`src/rtl/step_motor_sequencer.sv`:
```
// step_motor_sequencer: drives the H-bridge legs and enables of one bipolar
// stepper. A move emits a programmed number of full or half steps at a fixed
// cycle period, tracks absolute position and pulses done when it ends.
//
// state | meaning
// IDLE  | no move; coils follow hold_en, ph/position retained
// RUN   | move in progress; one step issued every eff_period cycles
module step_motor_sequencer #(
  parameter int PERIOD_W = 32,
  parameter int COUNT_W  = 16
) (
  input  logic                clock,
  input  logic                reset_n,
  input  logic                start,
  input  logic                stop,
  input  logic                dir,
  input  logic                half_step,
  input  logic                hold_en,
  input  logic [PERIOD_W-1:0] period,
  input  logic [COUNT_W-1:0]  steps,
  output logic                AX,
  output logic                AY,
  output logic                BX,
  output logic                BY,
  output logic                AE,
  output logic                BE,
  output logic                busy,
  output logic                done,
  output logic [31:0]         position,
  output logic [COUNT_W-1:0]  remaining
);

  typedef enum logic {S_IDLE = 1'b0, S_RUN = 1'b1} state_t;

  state_t              state_q, state_d;
  logic [2:0]          ph_q, ph_d;
  logic [PERIOD_W-1:0] cnt_q, cnt_d;
  logic [PERIOD_W-1:0] period_q, period_d;
  logic                dir_q, dir_d;
  logic                half_q, half_d;
  logic [COUNT_W-1:0]  remaining_q, remaining_d;
  logic [31:0]         position_q, position_d;
  logic                done_q, done_d;
  logic [5:0]          coil_q, coil_d;
  logic [PERIOD_W-1:0] eff_period;
  logic [2:0]          ph_inc;

  // Phase table packed as {AX, AY, BX, BY, AE, BE}; a leg pair of 00 leaves
  // that coil floating with its enable low.
  function automatic logic [5:0] coil_tbl(input logic [2:0] p);
    logic a_pos, a_neg, b_pos, b_neg;
    a_pos = (p == 3'd7) || (p == 3'd0) || (p == 3'd1);
    a_neg = (p == 3'd3) || (p == 3'd4) || (p == 3'd5);
    b_pos = (p == 3'd1) || (p == 3'd2) || (p == 3'd3);
    b_neg = (p == 3'd5) || (p == 3'd6) || (p == 3'd7);
    return {a_pos, a_neg, b_pos, b_neg, a_pos | a_neg, b_pos | b_neg};
  endfunction

  // Periods below 2 would step every cycle or never; clamp to 2.
  assign eff_period = (period < PERIOD_W'(2)) ? PERIOD_W'(2) : period;
  assign ph_inc     = half_q ? 3'd1 : 3'd2;

  // Next-state, step issue and coil output selection.
  always_comb begin
    state_d     = state_q;
    ph_d        = ph_q;
    cnt_d       = cnt_q;
    period_d    = period_q;
    dir_d       = dir_q;
    half_d      = half_q;
    remaining_d = remaining_q;
    position_d  = position_q;
    done_d      = 1'b0;
    coil_d      = 6'b0;

    case (state_q)
      S_IDLE: begin
        if (start && !stop) begin
          if (steps != '0) begin
            state_d     = S_RUN;
            cnt_d       = '0;
            remaining_d = steps;
            dir_d       = dir;
            half_d      = half_step;
            period_d    = eff_period;
            // Full-step moves only use the two-coil-on (odd) phases.
            ph_d        = half_step ? ph_q : (ph_q | 3'd1);
          end else begin
            done_d = 1'b1;
          end
        end
      end
      S_RUN: begin
        if (stop) begin
          state_d = S_IDLE;
          done_d  = 1'b1;
        end else if (cnt_q == period_q - PERIOD_W'(1)) begin
          cnt_d       = '0;
          ph_d        = dir_q ? (ph_q + ph_inc) : (ph_q - ph_inc);
          position_d  = dir_q ? (position_q + 32'd1) : (position_q - 32'd1);
          remaining_d = remaining_q - COUNT_W'(1);
          if (remaining_q == COUNT_W'(1)) begin
            state_d = S_IDLE;
            done_d  = 1'b1;
          end
        end else begin
          cnt_d = cnt_q + PERIOD_W'(1);
        end
      end
      default: state_d = S_IDLE;
    endcase

    if (state_d == S_RUN || hold_en) begin
      coil_d = coil_tbl(ph_d);
    end
  end

  // State and datapath registers; reset de-energizes the bridge immediately.
  always_ff @(posedge clock or negedge reset_n) begin
    if (!reset_n) begin
      state_q     <= S_IDLE;
      ph_q        <= 3'd0;
      cnt_q       <= '0;
      period_q    <= PERIOD_W'(2);
      dir_q       <= 1'b0;
      half_q      <= 1'b0;
      remaining_q <= '0;
      position_q  <= 32'd0;
      done_q      <= 1'b0;
      coil_q      <= 6'b0;
    end else begin
      state_q     <= state_d;
      ph_q        <= ph_d;
      cnt_q       <= cnt_d;
      period_q    <= period_d;
      dir_q       <= dir_d;
      half_q      <= half_d;
      remaining_q <= remaining_d;
      position_q  <= position_d;
      done_q      <= done_d;
      coil_q      <= coil_d;
    end
  end

  assign {AX, AY, BX, BY, AE, BE} = coil_q;
  assign busy      = (state_q == S_RUN);
  assign done      = done_q;
  assign position  = position_q;
  assign remaining = remaining_q;

endmodule

```
`config.mk`:
```
export PLATFORM = sky130hd
export DESIGN_NAME = step_motor_sequencer
export DESIGN_NICKNAME = d
export VERILOG_FILES = /design/src/rtl/step_motor_sequencer.sv
export SDC_FILE = /design/constraint.sdc
export NUM_CORES = 1
export LEC_CHECK = 0
export BUFFER_PORTS_ARGS = -buffer_cell sky130_fd_sc_hd__buf_4
export CAP_MARGIN = 10
export CORE_MARGIN = 2
export CORE_UTILIZATION = 53
export DETAILED_ROUTE_END_ITERATION = 16
export GPL_TIMING_DRIVEN = 0
export HOLD_SLACK_MARGIN = 0.05
export PLACE_DENSITY = 0.77
export SLEW_MARGIN = 20
export SYNTH_ARGS = -nofsm -noshare
export SYNTH_HDL_FRONTEND = slang
export SYNTH_SLANG_ARGS = --single-unit
```
`constraint.sdc`:
```
create_clock -name clock -period 4 [get_ports clock]
set_clock_uncertainty 0.15 [all_clocks]
set_input_delay 0 -clock clock [delete_from_list [all_inputs] [get_ports clock]]
set_output_delay 0 -clock clock [all_outputs]
set_load 0.01 [all_outputs]
```
==> out/results.ini <==
[hold_path]
hold_path_end = period_q[15]$_DFFE_PN0P_
hp-start = period[15]
hold_depth = 4
hold_path_class = in2reg

[global_routing]
use_met1_pct = 41.41
grt_usage_pct = 29.55
antenna_found_initial = 1
top_usage_layer = met2
grt_pass1_vias = 7942
grt_max_degree = 84
global_route.usage.met2_pct = 46.94
use_met3_pct = 5.700
grt_pass1_wl_mm = 39.73
grt_remaining_overflow = 0

[power]
power_density_nw_per_um2 = 408.5
p_sw_share_pct = 33.70
power.switching_mw = 1.523
combPwrFrac_pct = 26.8
p_seq_share_pct = 36.1
power_leakage_nw = 4.934
clkPwrFrac_pct = 37.0
internal_power_mw = 2.996
finalPower_mw = 4.519
max-vdd-ir-drop_mv = 0.3542

[worst_setup_path]
critical_path.reg2reg.startpoint = period_q[0]$_DFFE_PN0P_
critPathMaxFanout = 10
r2r_setup_slack_ns = 0.16
start_kind = register
crit_required_ns = 4.15
r2r-end = coil_q[2]$_DFF_PN0_
ff2ff_path_depth = 15
critPathKind = reg2reg
worstSetupEndpointType = register
cp.arrival_ns = 3.99

[yosys]
synth-adder-area-share_pct = 5.640
synth_top_family_by_area = simple AND/OR/NAND/NOR gates
ys_seq_elements = 125
seq_area_frac_synth_pct = 36.93
synth_edf_count = 0
synth_simple_gate_area_share_pct = 27.03
yosys.area.top_type = dfrtp_1
avgSynthCellArea_um2 = 8.349
synthMuxAreaShare_pct = 1.122
synth_compound_area_share_pct = 17.39
synthCells = 1015
yosysWarnings = 0
synth_area_leaders = dfrtp_1, nand2_1, xnor2_1, ha_1, a21oi_1
synth_area_um2 = 8474
synthArstFlopShare_pct = 100.0
synthFlopType = dfrtp_1
synth.top_cell.area_share_pct = 36.62
syn_nets = 1107
synth_xor_area_share_pct = 8.475
synth_cell_types = 74

[clock_tree]
cts_made_buffers = 17
cts_max_path_buffers = 2
tritoncts = yes
clock-root-buffer = clkbuf_16
htreeDepth = 4
clock_latency_ns = 0.43
clk_pin_slew_worst_paths_ns = 0.06
cts.sinks = 125

[routing]
post-route-drc-count = 0
wl_per_cell_um = 17.30
vias = 8671
drtAntennaViolNets = 0
totalWireLength_mm = 24.98
first_pass_iters = 6
avgViaCountPerCell = 6.005
drtIter0Drc = 722

[timing]
hold_violations = 0
setup_viol = 0
post-route-min-period_ns = 3.841
period_share_pct = 96.03
worstMarginPinSlew_ns = 0.8096
finalMaxSlewViolations = 0
finalHoldWorstSlack_ns = 0.1712
max_freq_mhz = 260.3
slew_headroom_pct = 45.53
fin_tns_setup_ns = 0

[floorplanning]
core_area_um2 = 15770
fp.dieW_um = 130.5
row_count = 46
die_h_um = 130.5
dieArea_um2 = 17020
io_pins = 111
initial_core_util_pct = 53.74

[layout]
fillers = 1253
drive_gt1_share_pct = 17.28
nets = 1306
area_growth_pct = 30.53

[outcome]
status = completed

[job]
drv_cap = 0

[place]
dp_hpwl_mm = 16.80
io_buffers = 110
gp_congestion = 0.9357

==> synth_stat cells, drive strengths merged (7+ instances only) <==
cell / n
dfrtp: 124
inv: 21
or3: 14
a21o: 13
clkbuf: 41
xnor2: 51
a21oi: 55
o211ai: 9
or4: 10
xor2: 31
nand2: 179
nand2b: 9
a211oi: 7
a22o: 10
nand3: 43
ha: 35
nor3: 42
nand4: 17
nor4: 37
buf: 10
o21ai: 70
nor2: 63
a31oi: 20
and3: 18
==> worst max-delay path, cell delays in order, from the launching register on <==
cell and delay [ns]:
dfrtp_2 0.45, inv_1 0.10, ha_2 0.24, nor3b_4 0.36, nand4_1 0.16, buf_4 0.18
buf_4 0.14, nor4_2 0.20, o21a_1 0.14, o21ai_1 0.13, a2111oi_4 0.44, nand3_2 0.14
buf_6 0.16, or4b_1 0.52, o211ai_2 0.12, nor2b_1 0.08
==> cell usage in the layout, fill, tap and decap left out, drive strengths merged, types with 7 or more instances in the layout <==
cell type / count
nand2: 179
buf: 136
dfrtp: 124
o21ai: 70
nor2: 63
dlygate4sd3: 56
a21oi: 55
clkbuf: 55
xnor2: 51
nand3: 43
nor3: 42
nor4: 37
ha: 35
xor2: 31
inv: 24
a31oi: 20
and3: 18
nand4: 17
or3: 14
a21o: 13
a22o: 10
or4: 10
nand2b: 9
o211ai: 9
a211oi: 7
==> layer usage <==
layer	vias up	part of all wire (%)
li1	4081	-
met1	4144	44
met2	404	46
met3	42	8.2
met4	0	1.7
met5	-	0
==> logic make-up (layout without fill, tap and decap cells) <==
family / Yosys count / after routing
multiplexers: 9 / 9
other: 0 / 1
adder cells (fa/ha/maj): 37 / 37
flip-flops: 125 / 125
buffers and inverters: 72 / 284
XOR/XNOR: 82 / 82
AND/OR/NAND/NOR: 461 / 461
AO/OA/AOI/OAI: 229 / 229
==> per-stage QoR <==
stage | util [%] | cells | instance area [um2] | setup slack (ns)
final | 70.14 | 1444 | 11060 | 0.1590
after CTS | 69.43 | 1440 | 10950 | 0.0008789
after global placement | 60.69 | 1341 | 9570 | -0.6762
after global routing | 70.14 | 1444 | 11060 | -0.04919
after detailed placement | 60.91 | 1342 | 9605 | -0.6707
after floorplan | - | 1015 | 8474 | 0.2793
==> worst max path at each step <==
stage	from	endpoint	cells after the start	slack [ns]
CTS	dir_q$_DFFE_PN0P_	position[29]$_DFFE_PN0P_	10	0.0009
finish	period_q[0]$_DFFE_PN0P_	coil_q[2]$_DFF_PN0_	15	0.16
global route	period_q[0]$_DFFE_PN0P_	coil_q[2]$_DFF_PN0_	15	-0.05
global placement	period_q[0]$_DFFE_PN0P_	position[6]$_DFFE_PN0P_	14	-0.68
floorplan	period_q[0]$_DFFE_PN0P_	coil_q[2]$_DFF_PN0_	13	0.28
detailed placement	period_q[0]$_DFFE_PN0P_	position[9]$_DFFE_PN0P_	14	-0.67
==> cell type report <==
class,instances,area (um2),share of cell area [%]
sequential,125,3132,28.31
buffer,47,210.2,1.900
tap,216,270.3,2.443
clock inverter,15,212.7,1.923
timing repair buffer,183,1554,14.05
inverter,21,82.58,0.7465
timing repair inverter,1,7.507,0.06787
clock buffer,17,425.4,3.846
antenna,1,2.502,0.02262
multi-input combinational,818,5165,46.69
==> timing repair <==
action,in CTS,in global routing
gates cloned,1,0
hold buffers,57,0
setup buffers,9,6
endpoints found under the setup margin,89,83
gates resized for setup,14,25
pin swaps,4,5
endpoints found under the hold margin,186,0
==> power by group through the flow <==
stage          logic [mW]  registers, mW  clock network, mW
3_5_place_dp         1.07           1.62                  0
4_1_cts              1.16           1.60               1.69
5_1_grt              1.33           1.65               1.76
6_report             1.21           1.63               1.67
2_1_floorplan       0.729           1.59                  0
3_3_place_gp         1.04           1.62                  0
==> registers in the layout (all words and copies together) (netlist names) <==
name	flops
half_q	1
remaining	16
coil_q	6
ph_q	3
dir_q	1
period_q	32
busy	1
cnt_q	32
position	32
done	1
No activity file was read; power rests on OpenSTA's default activity.
